## src/rtl/axis_skid_reg.sv

```systemverilog
`default_nettype none
// ============================================================================
// Module      : axis_skid_reg
// Description : Two-entry AXI-Stream register slice. The downstream side is
//               driven only from the output register; a bypass register
//               absorbs the beat that arrives while the output is stalled.
//               Upstream ready is simply "bypass register empty".
// Revision    : 1.0 - initial release
// ============================================================================
module axis_skid_reg #(
  parameter int DATA_WIDTH = 64,
  parameter int KEEP_WIDTH = DATA_WIDTH / 8,
  parameter int USER_WIDTH = 1
) (
  input  logic                  clk,
  input  logic                  rst_n,
  input  logic [DATA_WIDTH-1:0] in_tdata_i,
  input  logic [KEEP_WIDTH-1:0] in_tkeep_i,
  input  logic                  in_tvalid_i,
  output logic                  in_tready_o,
  input  logic                  in_tlast_i,
  input  logic [USER_WIDTH-1:0] in_tuser_i,
  output logic [DATA_WIDTH-1:0] out_tdata_o,
  output logic [KEEP_WIDTH-1:0] out_tkeep_o,
  output logic                  out_tvalid_o,
  input  logic                  out_tready_i,
  output logic                  out_tlast_o,
  output logic [USER_WIDTH-1:0] out_tuser_o
);

  logic                  out_valid_q;
  logic [DATA_WIDTH-1:0] out_data_q;
  logic [KEEP_WIDTH-1:0] out_keep_q;
  logic                  out_last_q;
  logic [USER_WIDTH-1:0] out_user_q;

  logic                  byp_valid_q;
  logic [DATA_WIDTH-1:0] byp_data_q;
  logic [KEEP_WIDTH-1:0] byp_keep_q;
  logic                  byp_last_q;
  logic [USER_WIDTH-1:0] byp_user_q;

  logic w_in_fire;
  logic w_out_free;

  assign in_tready_o = !byp_valid_q;
  assign w_in_fire   = in_tvalid_i && !byp_valid_q;
  // Output register can take a new beat when empty or being drained this cycle.
  assign w_out_free  = !out_valid_q || out_tready_i;

  assign out_tdata_o  = out_data_q;
  assign out_tkeep_o  = out_keep_q;
  assign out_tvalid_o = out_valid_q;
  assign out_tlast_o  = out_last_q;
  assign out_tuser_o  = out_user_q;

  // Refill the output register from the bypass first, else from the input;
  // park an input beat in the bypass while the output is stalled.
  always_ff @(posedge clk or negedge rst_n) begin
    if (!rst_n) begin
      out_valid_q <= 1'b0;
      out_data_q  <= '0;
      out_keep_q  <= '0;
      out_last_q  <= 1'b0;
      out_user_q  <= '0;
      byp_valid_q <= 1'b0;
      byp_data_q  <= '0;
      byp_keep_q  <= '0;
      byp_last_q  <= 1'b0;
      byp_user_q  <= '0;
    end else begin
      if (w_out_free) begin
        if (byp_valid_q) begin
          out_valid_q <= 1'b1;
          out_data_q  <= byp_data_q;
          out_keep_q  <= byp_keep_q;
          out_last_q  <= byp_last_q;
          out_user_q  <= byp_user_q;
          byp_valid_q <= 1'b0;
        end else begin
          out_valid_q <= w_in_fire;
          if (w_in_fire) begin
            out_data_q <= in_tdata_i;
            out_keep_q <= in_tkeep_i;
            out_last_q <= in_tlast_i;
            out_user_q <= in_tuser_i;
          end
        end
      end else if (w_in_fire) begin
        byp_valid_q <= 1'b1;
        byp_data_q  <= in_tdata_i;
        byp_keep_q  <= in_tkeep_i;
        byp_last_q  <= in_tlast_i;
        byp_user_q  <= in_tuser_i;
      end
    end
  end

endmodule
`default_nettype wire

```

## src/rtl/axis_pred_mux.sv

```systemverilog
`default_nettype none
// ============================================================================
// Module      : axis_pred_mux
// Description : Frame-granular AXI-Stream multiplexer driven by an external
//               predictive round-robin arbiter. Locks onto the granted port
//               for a whole frame, forwards it through a skid register and
//               pulses acknowledge on the accepted tlast beat.
// Revision    : 1.0 - initial release
// ============================================================================
module axis_pred_mux #(
  parameter int S_COUNT    = 4,
  parameter int DATA_WIDTH = 64,
  parameter int KEEP_WIDTH = DATA_WIDTH / 8,
  parameter int USER_WIDTH = 1
) (
  input  logic                             clk,
  input  logic                             rst_n,
  input  logic [S_COUNT*DATA_WIDTH-1:0]    s_axis_tdata,
  input  logic [S_COUNT*KEEP_WIDTH-1:0]    s_axis_tkeep,
  input  logic [S_COUNT-1:0]               s_axis_tvalid,
  output logic [S_COUNT-1:0]               s_axis_tready,
  input  logic [S_COUNT-1:0]               s_axis_tlast,
  input  logic [S_COUNT*USER_WIDTH-1:0]    s_axis_tuser,
  output logic [DATA_WIDTH-1:0]            m_axis_tdata,
  output logic [KEEP_WIDTH-1:0]            m_axis_tkeep,
  output logic                             m_axis_tvalid,
  input  logic                             m_axis_tready,
  output logic                             m_axis_tlast,
  output logic [USER_WIDTH-1:0]            m_axis_tuser,
  output logic [S_COUNT-1:0]               request,
  output logic [S_COUNT-1:0]               acknowledge,
  input  logic [S_COUNT-1:0]               grant,
  input  logic                             grant_valid,
  input  logic [$clog2(S_COUNT)-1:0]       grant_encoded,
  output logic                             frame_active,
  output logic [31:0]                      stat_frames
);

  localparam int SEL_W = $clog2(S_COUNT);

  typedef enum logic [1:0] {
    ST_IDLE   = 2'd0,
    ST_ACTIVE = 2'd1,
    ST_HOLD   = 2'd2
  } state_t;

  state_t            state_q;
  logic [SEL_W-1:0]  sel_q;
  logic              frame_active_q;
  logic [31:0]       stat_frames_q;

  logic [DATA_WIDTH-1:0] w_sel_tdata;
  logic [KEEP_WIDTH-1:0] w_sel_tkeep;
  logic                  w_sel_tvalid;
  logic                  w_sel_tlast;
  logic [USER_WIDTH-1:0] w_sel_tuser;
  logic                  w_in_valid;
  logic                  w_skid_ready;
  logic                  w_last_accept;

  assign request      = s_axis_tvalid;
  assign frame_active = frame_active_q;
  assign stat_frames  = stat_frames_q;

  // Pick the locked port's beat off the packed input buses.
  always_comb begin
    w_sel_tdata  = '0;
    w_sel_tkeep  = '0;
    w_sel_tvalid = 1'b0;
    w_sel_tlast  = 1'b0;
    w_sel_tuser  = '0;
    for (int i = 0; i < S_COUNT; i++) begin
      if (sel_q == SEL_W'(i)) begin
        w_sel_tdata  = s_axis_tdata[i*DATA_WIDTH +: DATA_WIDTH];
        w_sel_tkeep  = s_axis_tkeep[i*KEEP_WIDTH +: KEEP_WIDTH];
        w_sel_tvalid = s_axis_tvalid[i];
        w_sel_tlast  = s_axis_tlast[i];
        w_sel_tuser  = s_axis_tuser[i*USER_WIDTH +: USER_WIDTH];
      end
    end
  end

  assign w_in_valid    = (state_q == ST_ACTIVE) && w_sel_tvalid;
  assign w_last_accept = w_in_valid && w_skid_ready && w_sel_tlast;

  // Only the locked port sees ready, and only while ACTIVE; the frame-ending
  // accept is reported back to the arbiter in the same cycle.
  always_comb begin
    s_axis_tready = '0;
    acknowledge   = '0;
    for (int i = 0; i < S_COUNT; i++) begin
      if ((state_q == ST_ACTIVE) && (sel_q == SEL_W'(i))) begin
        s_axis_tready[i] = w_skid_ready;
        acknowledge[i]   = w_last_accept;
      end
    end
  end

  // Frame lock FSM: wait for a live grant, forward one frame, then give the
  // arbiter one quiet cycle to register its post-acknowledge decision.
  always_ff @(posedge clk or negedge rst_n) begin
    if (!rst_n) begin
      state_q        <= ST_IDLE;
      sel_q          <= '0;
      frame_active_q <= 1'b0;
      stat_frames_q  <= '0;
    end else begin
      case (state_q)
        ST_IDLE: begin
          if (grant_valid && ((grant & s_axis_tvalid) != '0)) begin
            sel_q          <= grant_encoded;
            state_q        <= ST_ACTIVE;
            frame_active_q <= 1'b1;
          end
        end
        ST_ACTIVE: begin
          if (w_last_accept) begin
            stat_frames_q  <= stat_frames_q + 32'd1;
            state_q        <= ST_HOLD;
            frame_active_q <= 1'b0;
          end
        end
        ST_HOLD: begin
          state_q        <= ST_IDLE;
          frame_active_q <= 1'b0;
        end
        default: begin
          state_q        <= ST_IDLE;
          frame_active_q <= 1'b0;
        end
      endcase
    end
  end

  axis_skid_reg #(
    .DATA_WIDTH (DATA_WIDTH),
    .KEEP_WIDTH (KEEP_WIDTH),
    .USER_WIDTH (USER_WIDTH)
  ) u_skid (
    .clk          (clk),
    .rst_n        (rst_n),
    .in_tdata_i   (w_sel_tdata),
    .in_tkeep_i   (w_sel_tkeep),
    .in_tvalid_i  (w_in_valid),
    .in_tready_o  (w_skid_ready),
    .in_tlast_i   (w_sel_tlast),
    .in_tuser_i   (w_sel_tuser),
    .out_tdata_o  (m_axis_tdata),
    .out_tkeep_o  (m_axis_tkeep),
    .out_tvalid_o (m_axis_tvalid),
    .out_tready_i (m_axis_tready),
    .out_tlast_o  (m_axis_tlast),
    .out_tuser_o  (m_axis_tuser)
  );

endmodule
`default_nettype wire

```

## config.mk

```make
export PLATFORM = sky130hd
export DESIGN_NAME = axis_pred_mux
export DESIGN_NICKNAME = d
export VERILOG_FILES = /design/src/rtl/axis_skid_reg.sv /design/src/rtl/axis_pred_mux.sv
export SDC_FILE = /design/constraint.sdc
export NUM_CORES = 1
export LEC_CHECK = 0
export BUFFER_PORTS_ARGS = -buffer_cell sky130_fd_sc_hd__buf_2
export CORE_AREA = 5 5 163 165
export DETAILED_ROUTE_END_ITERATION = 8
export DIE_AREA = 0 0 168 170
export PLACE_DENSITY_LB_ADDON = 0.2
export SLEW_MARGIN = 40
export SYNTH_ARGS = -nofsm -noshare
export SYNTH_HDL_FRONTEND = slang
export SYNTH_SLANG_ARGS = --single-unit
```

## constraint.sdc

```tcl
create_clock -name clk -period 5.76 [get_ports clk]
set_input_delay 0.864 -clock clk [delete_from_list [all_inputs] [get_ports clk]]
set_output_delay 0.864 -clock clk [all_outputs]
set_load 0.005 [all_outputs]
```

# == After elaboration in Yosys (flattened, before gate mapping) ==
# Cells that the tools add are included.
# word_totals
inputBits,310
word_cells,89
ramBits,0
out_inout_bits,120
mem_bits_ro,0
reg_bits,187
latch_bits,0
memories,0
# op_classes
mux,45
multipliers,0
reduce_logical,21
n_lt_le_gt_ge,0
n_div,0
n_eq_ne,6
add_sub_neg,1
bitwise,2
n_shift,0
# op_table
operator,n
$mux W64,6
$mux W8,6
$add A32 B1 Y32 const B,1
$mux W1,29
$reduce_and A2 Y1,5
$logic_and A1 B1 Y1,8
$and A4 B4 Y4,1
$eq A2 B1 Y1 const B,2
$eq A2 B2 Y1 const B,2
$logic_not A2 Y1,2
$mux W2,2
$ne A2 B2 Y1 const B,2
$pmux W2 S2,1
$reduce_bool A2 Y1,2
$reduce_bool A4 Y1,1
$logic_not A1 Y1,2
$pmux W1 S2,1
$logic_or A1 B1 Y1,1
$not A1 Y1,1

# == Longest topological paths before layout ==
# Gate-level depths: netlist (run 1).
# logic_depth
ltp_word,10
ltp_mapped,7

# == Modules after synthesis ==
# A second synthesis (run 1) with hierarchy kept.
# unflattened
hier_cells,659
hier_area_um2,10318.6
# by_module_without_submodules
mod,area_per_inst_um2,cells_each,instances
axis_skid_reg,6822.8,404,1
axis_pred_mux,3495.9,255,1

# == Least setup slack after synthesis (run 1) ==
# No wires, ideal clock.
# synth_path
path_type,in2out
start,input port s_axis_tvalid[0]
end,output port acknowledge[1]
slack_ns,2.950
cell_stages,6
t_required_ns,4.896
n_path_buf,1
arrival_time_ns,1.946
path_cell_list,nor2b_1 a211o_1 a31oi_2 or2_2 buf_2 nor2_1
# synth_via
elab_chain_len,8
# synth_rtl
item,line_no,text
start: declaration,axis_pred_mux.sv:20,"input logic [S_COUNT-1:0] s_axis_tvalid,"
$mux W1 (4 in a row),axis_pred_mux.sv:73,if (sel_q == SEL_W'(i)) begin
$logic_and A1 B1 Y1,axis_pred_mux.sv:83,assign w_in_valid = (state_q == ST_ACTIVE) && w_sel_tvalid;
$logic_and A1 B1 Y1 (2 in a row),axis_pred_mux.sv:84,assign w_last_accept = w_in_valid && w_skid_ready && w_sel_tlast;
$mux W1,axis_pred_mux.sv:92,if ((state_q == ST_ACTIVE) && (sel_q == SEL_W'(i))) begin
end: declaration,axis_pred_mux.sv:31,"output logic [S_COUNT-1:0] acknowledge,"
# Every way passes these cells.

# == Worst setup path after layout (run 1) ==
# layout_path
start,register sel_q[1]
end,output port acknowledge[0]
# layout_via
elab_chain_len,9
elab_cells_between_ends,17
# layout_rtl
item,line_no,text
start: declaration,axis_pred_mux.sv:48,logic [SEL_W-1:0] sel_q;
start signal: assignment,axis_pred_mux.sv:111,sel_q <= grant_encoded;
$logic_not A2 Y1,"axis_pred_mux.sv:73, axis_pred_mux.sv:92",
$mux W1 (4 in a row),axis_pred_mux.sv:73,
$logic_and A1 B1 Y1,axis_pred_mux.sv:83,
$logic_and A1 B1 Y1 (2 in a row),axis_pred_mux.sv:84,
$mux W1 *,axis_pred_mux.sv:92,
# Mark *: on every way between the ends. The rest lies on a longest branch, timed or not.

==> flow_summary.ini, run 1 <==
[run_status]
status = finished, final reports clean

[route]
post-route-drc-count = 0
routed_wl_um = 29000
routed_via_density = 5.11
wl_per_cell_um = 18.4
drt_iter0_drc = 419
vias = 8048
drtPass1Iterations = 4
ant_nets = 0

[layout]
area_growth_pct = 29.5
layout.cells.non_filler = 1576
nFillCells = 2262
multi_input_area_mm2 = 0.00512
final_nets = 1543
finalInstanceArea_mm2 = 0.0131
drive_gt1_share_pct = 52.4
seq_area_mm2 = 0.00466

[die]
core_area_mm2 = 0.0249
die_x_um = 168
initial_core_util_pct = 40.6
rows = 58
die_h_um = 170
dieArea_mm2 = 0.0286
ios = 430

[place]
routabilityCongestion = 0.824
io_buffer_count = 429
dp_hpwl_um = 21800
dpl_cell_area_mm2 = 0.0125
dp_cells = 1543
pre_cts_slack_ns = 2.16

[grt]
grt_use_total_pct = 20.2
grt_pass1_wl_um = 46100
overflow = 0
antenna_found_initial = 1
grt_max_degree = 96
grt_pass1_vias = 8466

[setup_path]
crit_required_ns = 4.90
worst-path-max-fanout = 52
worstSetupPathType = reg2out
start_kind = register
end_kind = output port
arrival_ns = 3.07

[sta]
rsz0062_at_grt = no
max_slew_margin_pct = 47.3
hold_viol = 0
layout_setup_ws_ns = 1.82
worstMarginPinSlew_ns = 0.790
setup_viol = 0
fin_skew_ns = 0.0123
maxSlewViolCount = 0
finalSetupTns_ns = 0
fin_crit_ns = 3.94
finalCritPeriodShare_pct = 68.4
clock.fmax_mhz = 254

[min_path]
hold_path_class = in2async

[yosys]
yosys-top-cells-area = dfrtp_1 46%, mux4_2 16%, mux2_2 10%, nand2_1 8.8%, mux2_1 6.6%
syn_area_per_cell_um2 = 12.1
yosysSeqAreaShare_pct = 46.1
yosysTopAreaCellShare_pct = 46.1
synth_edf_count = 0
netlist_area_mm2 = 0.0101
synth-main-ff-cell = dfrtp_1
syn-num-nets = 1144
ys_types = 42
yosys_warnings = 0
ys_top_cells_by_count = 237 x nand2_1, 186 x dfrtp_1, 93 x mux2_2, 73 x mux4_2, 59 x mux2_1
synth_cells = 833
synthMostInstantiatedCell = nand2_1
async_flop_share_pct = 100
synth.largest_area_cell = dfrtp_1
ys_ff_latch = 186

[power]
ir_drop_uv = 341
power.total_mw = 6.66
cellPowerDensity_mw_per_mm2 = 509
p_leak_nw = 6.55

[clock_network]
postCtsSetupBuffers = 0
numCtsBuffers = 17
clock-root-buffer = clkbuf_16
postCtsHoldBufs = 0
cts-htree-levels = 4
cts_tree = done
worstSkewPairLatency_ns = 0.42
cts_resized = 0
cts_num_sinks = 186
max-clock-path-buffers = 2
path_clk_slew_ns = 0.08

[run]
drv_cap = 0
==> registers in the layout (all words and copies together), names as in the netlist, 2 cells and up <==
signal              flops
sel_q                   2
u_skid.out_tdata_o     64
u_skid.byp_data_q      64
stat_frames            32
u_skid.out_tkeep_o      8
u_skid.byp_keep_q       8
==> area by class of cell <==
class	count	share of cell area, %
Multi-Input combinational cell	582	39.1
Sequential cell	186	35.7
Timing Repair Buffer	441	17.3
Clock buffer	18	3.28
Tap cell	330	3.16
Clock inverter	14	1.36
Inverter	4	0.115
Antenna cell	1	0.0191
==> placed cells by master, fill, tap and decap left out, types with 2 or more instances in the layout <==
master     instances
nor3b_1            2
buf_2            428
buf_4             11
nor4b_1            2
mux4_2            73
mux2_1            59
nor4_1             5
clkinv_8           4
inv_6              5
nand3_1           14
nor2b_1            2
nor3_1            17
dfrtp_1          183
nand4_1            4
and4_1             2
xor2_1            29
or4_1              2
and3_1             3
nand2b_1           3
nor4_2             4
inv_8              2
nand2_1          237
xnor2_1            2
nor2_1            13
mux2_2            93
clkbuf_16         17
inv_1              3
dfrtp_4            2
==> per-layer routing <==
metal	track usage, %	routed length, um	part of all wire, %	vias up
met3	4.39	1770	6.1	40
met1	25.7	12000	41	3965
met4	6.21	663	2.3	0
met2	34.8	14500	50	292
li1	-	-	-	3751
met5	0	0	0	-
==> kinds of logic (layout without fill, tap and decap cells) <==
family / after synthesis / in the layout / synth area share [%]
and+or+nand+nor: 315 / 315 / 13.6
muxes: 225 / 225 / 33.2
DFF: 186 / 186 / 46.1
buffers and inverters: 65 / 477 / 3.43
xor gates and xnor gates: 31 / 31 / 2.69
AOI/OAI and AO/OA: 10 / 10 / 0.867
adders and majority gates: 1 / 1 / 0.124
other: 0 / 1 / 0
==> critical path: stages (launching register included) <==
cell     delay (ns)
dfrtp_4        0.84
buf_4          0.56
nor2_1         0.11
a22oi_2        0.55
or2_2          0.35
nor3_1         0.07
buf_2          0.16
==> stage by stage <==
step                util, %  hold slack [ns]
finish                 52.5            0.454
global route           52.5            0.486
CTS                    52.5            0.477
detailed placement     50.1            0.458
global placement       50.0            0.459
floorplan                 -            0.456
==> report_power, final <==
part,internal (mW),switching (mW)
combinational,1.71,1.44
clock,0.626,0.572
sequential,1.90,0.415
total,4.23,2.43
==> path summary, 6_finish.rpt <==
kind / start / to / slack [ns] / cells after the start
max: sel_q[1] / acknowledge[0] / 1.82 / 6
min in group clk: stat_frames[31] / stat_frames[31] / 0.48 / 1
min: rst_n / u_skid.out_tdata_o[10] / 0.45 / 1
max reg2reg: sel_q[1] / u_skid.out_tdata_o[44] / 2.35 / 7
max in group asynchronous: rst_n / sel_q[1] / 4.09 / 2
min reg2reg: stat_frames[31] / stat_frames[31] / 0.48 / 1
No activity file was read; power rests on OpenSTA's default activity.
==> inputs of run 2 (changes only) <==
Settings changed: ABC_AREA from default to 1, CORE_AREA 5 5 163 165 to 5 5 162 164, DIE_AREA 0 0 168 170 to 0 0 167 169.
Clock period 5.76 ns to 4.1 ns, I/O delays scaled along.
==> run 2 against run 1 <==
Against the previous run: count of clock-buffer cells in the layout unchanged; die area decreased by 1.2%; worst hold slack got worse by 0.33 ns; synthesized area up 13%; critical path depth stayed put; clock skew fell by 0.0011 ns; combinational power grew 62%; final cell count grew 53%; global-route usage up 9.9 points; flip-flop and latch count stayed put; non-clock buffer count up 7; largest power group unchanged.
==> flow_summary.ini, run 2 <==
[run_status]
status = finished, final reports clean

[setup_path]
end_kind = output port
arrival_ns = 2.88
crit_required_ns = 3.48
reg2reg_slack_ns = 1.15
ff2ff_path_depth = 9
reg2reg_to = u_skid.byp_data_q[35]
slowest_delay_ns = 0.84
r2r_start = sel_q[0]
start_kind = register
worstSetupPathType = reg2out
worst-path-max-fanout = 62
slowest_stage = dfrtp_4
path_cells = inv_2 > buf_4 > nor2_2 > inv_1 > nor2_1 > buf_2

[power]
ir_drop_uv = 757
power.total_mw = 9.93
cellPowerDensity_mw_per_mm2 = 696
p_leak_nw = 7.64

[clock_network]
clock-root-buffer = clkbuf_16
path_clk_slew_ns = 0.08
cts_num_sinks = 186
max-clock-path-buffers = 2
cts_tree = done
worstSkewPairLatency_ns = 0.44
cts_resized = 0
postCtsHoldBufs = 0
numCtsBuffers = 17
postCtsSetupBuffers = 0
cts-htree-levels = 4

[yosys]
yosysTopAreaCellShare_pct = 40.6
synth_cells = 1714
ys_ff_latch = 186
syn-num-nets = 2025
ys_types = 29
synth.largest_area_cell = dfrtp_1
synth-main-ff-cell = dfrtp_1
yosys_warnings = 0
yosysSeqAreaShare_pct = 40.6
synthMostInstantiatedCell = nand2_1
async_flop_share_pct = 100
netlist_area_mm2 = 0.0115
syn_area_per_cell_um2 = 6.68
yosys-top-cells-area = dfrtp_1 41%, nand2_1 25%, nand3_1 13%, o21ai_0 3.4%, or2_1 3.3%
synth_edf_count = 0
ys_top_cells_by_count = 748 x nand2_1, 307 x nand3_1, 186 x dfrtp_1, 77 x o21ai_0, 67 x nor2_1

[sta]
fin_skew_ns = 0.0113
finalCritPeriodShare_pct = 85.3
max_slew_margin_pct = 46.8
fin_crit_ns = 3.50
setup_viol = 0
maxSlewViolCount = 0
rsz0062_at_grt = no
finalHoldWorstSlack_ns = 0.121
hold_viol = 0
clock.fmax_mhz = 286
worstMarginPinSlew_ns = 0.798
finalSetupTns_ns = 0

[die]
die_x_um = 167
core_area_mm2 = 0.0247
initial_core_util_pct = 46.3
ios = 430
rows = 58
die_h_um = 169
dieArea_mm2 = 0.0282

[layout]
drive_gt1_share_pct = 25.1
final_nets = 2378
multi_input_area_mm2 = 0.00612
layout.cells.non_filler = 2417
final_util_pct = 57.7
final_cell_mix = 747 x nand2_1, 428 x buf_2, 307 x nand3_1, 183 x dfrtp_1, 77 x o21ai_0
final_common_cell = nand2_1
area_growth_pct = 24.6
seq_area_mm2 = 0.00467
nFillCells = 2427

[grt]
grt_max_degree = 106
overflow = 0
grt_pass1_wl_um = 68400
grt_pass1_vias = 12441
antenna_found_initial = 8
grt_use_total_pct = 30.1

[min_path]
hold_path_class = in2async

[route]
routed_via_density = 5.36
post-route-drc-count = 0
routed_wl_um = 43700
vias = 12957
drtPass1Iterations = 7
wl_per_cell_um = 18.1
drt_iter0_drc = 1172
ant_nets = 0

[place]
dp_hpwl_um = 30500
dp_cells = 2378
routabilityCongestion = 0.946
io_buffer_count = 429

[run]
drv_cap = 0
## run 2: cell count changes after synthesis, moves of 17 or more
cell,before,now
nand2_1,237,748
nand3_1,14,307
mux2_2,93,0
o21ai_0,1,77
mux4_2,73,0
o21ai_1,0,64
or2_1,0,60
mux2_1,59,0
nor2_1,13,67
inv_1,4,34
xor2_1,29,1
clkbuf_1,24,45
buf_2,16,33
nor3_1,17,0
## run 2: cell type report
cell class              instances  share of cell area, %
clock inverters                14                  0.912
clock buffers                  18                   3.08
diodes                          7                  0.123
multi-input cells            1375                   42.9
well taps                     330                   2.89
inverters                      39                   1.03
repair buffers                448                   16.4
flip-flops and latches        186                   32.7
## run 2: cells by family (layout without fill, tap and decap cells)
family                     Yosys count  in the layout  share of synthesized area [%]
other                                0              7                              0
xor gates and xnor gates            11             11                          0.841
DFF                                186            186                           40.6
and+or+nand+nor                   1208           1208                           45.0
buffers and inverters              153            519                           6.23
adders and majority gates            1              1                          0.109
AOI/OAI and AO/OA                  155            155                           7.21
## run 2: where the power goes
part | internal [mW] | switching [mW]
sequential | 2.57 | 0.620
clock | 0.820 | 0.817
combinational | 1.75 | 3.36
total | 5.13 | 4.80
## run 2: how the worst max path moves through the flow
stage / end / start / slack, ns / depth (start not counted)
final: s_axis_tready[1] / sel_q[0] / 0.60 / 6
after global routing: s_axis_tready[1] / sel_q[0] / 0.47 / 6
after CTS: s_axis_tready[1] / sel_q[0] / 0.61 / 6
after detailed placement: s_axis_tready[1] / sel_q[0] / 1.10 / 6
after global placement: s_axis_tready[1] / sel_q[0] / 1.19 / 6
after floorplan: acknowledge[0] / s_axis_tvalid[2] / 2.07 / 8
## run 2: metrics by stage
step	area, um2	setup slack, ns
finish	14300	0.601
global route	14300	0.467
CTS	14200	0.614
detailed placement	13700	1.10
global placement	13600	1.19
floorplan	11500	2.07
## run 2: metal layers
layer | wire length, um | track usage (%) | vias to the layer above
met5 | 20 | 0 | -
met4 | 1220 | 10.4 | 2
met3 | 3680 | 5.72 | 68
met2 | 20800 | 49.5 | 606
met1 | 17900 | 40.3 | 6044
li1 | - | - | 6237
## run 2: critical path: cells and delay by family, from the launching register on
kind / cells / cell delay [ns]
buffers and inverters: 4 / 1.10
flip-flops: 1 / 0.84
AND/OR/NAND/NOR: 2 / 0.50
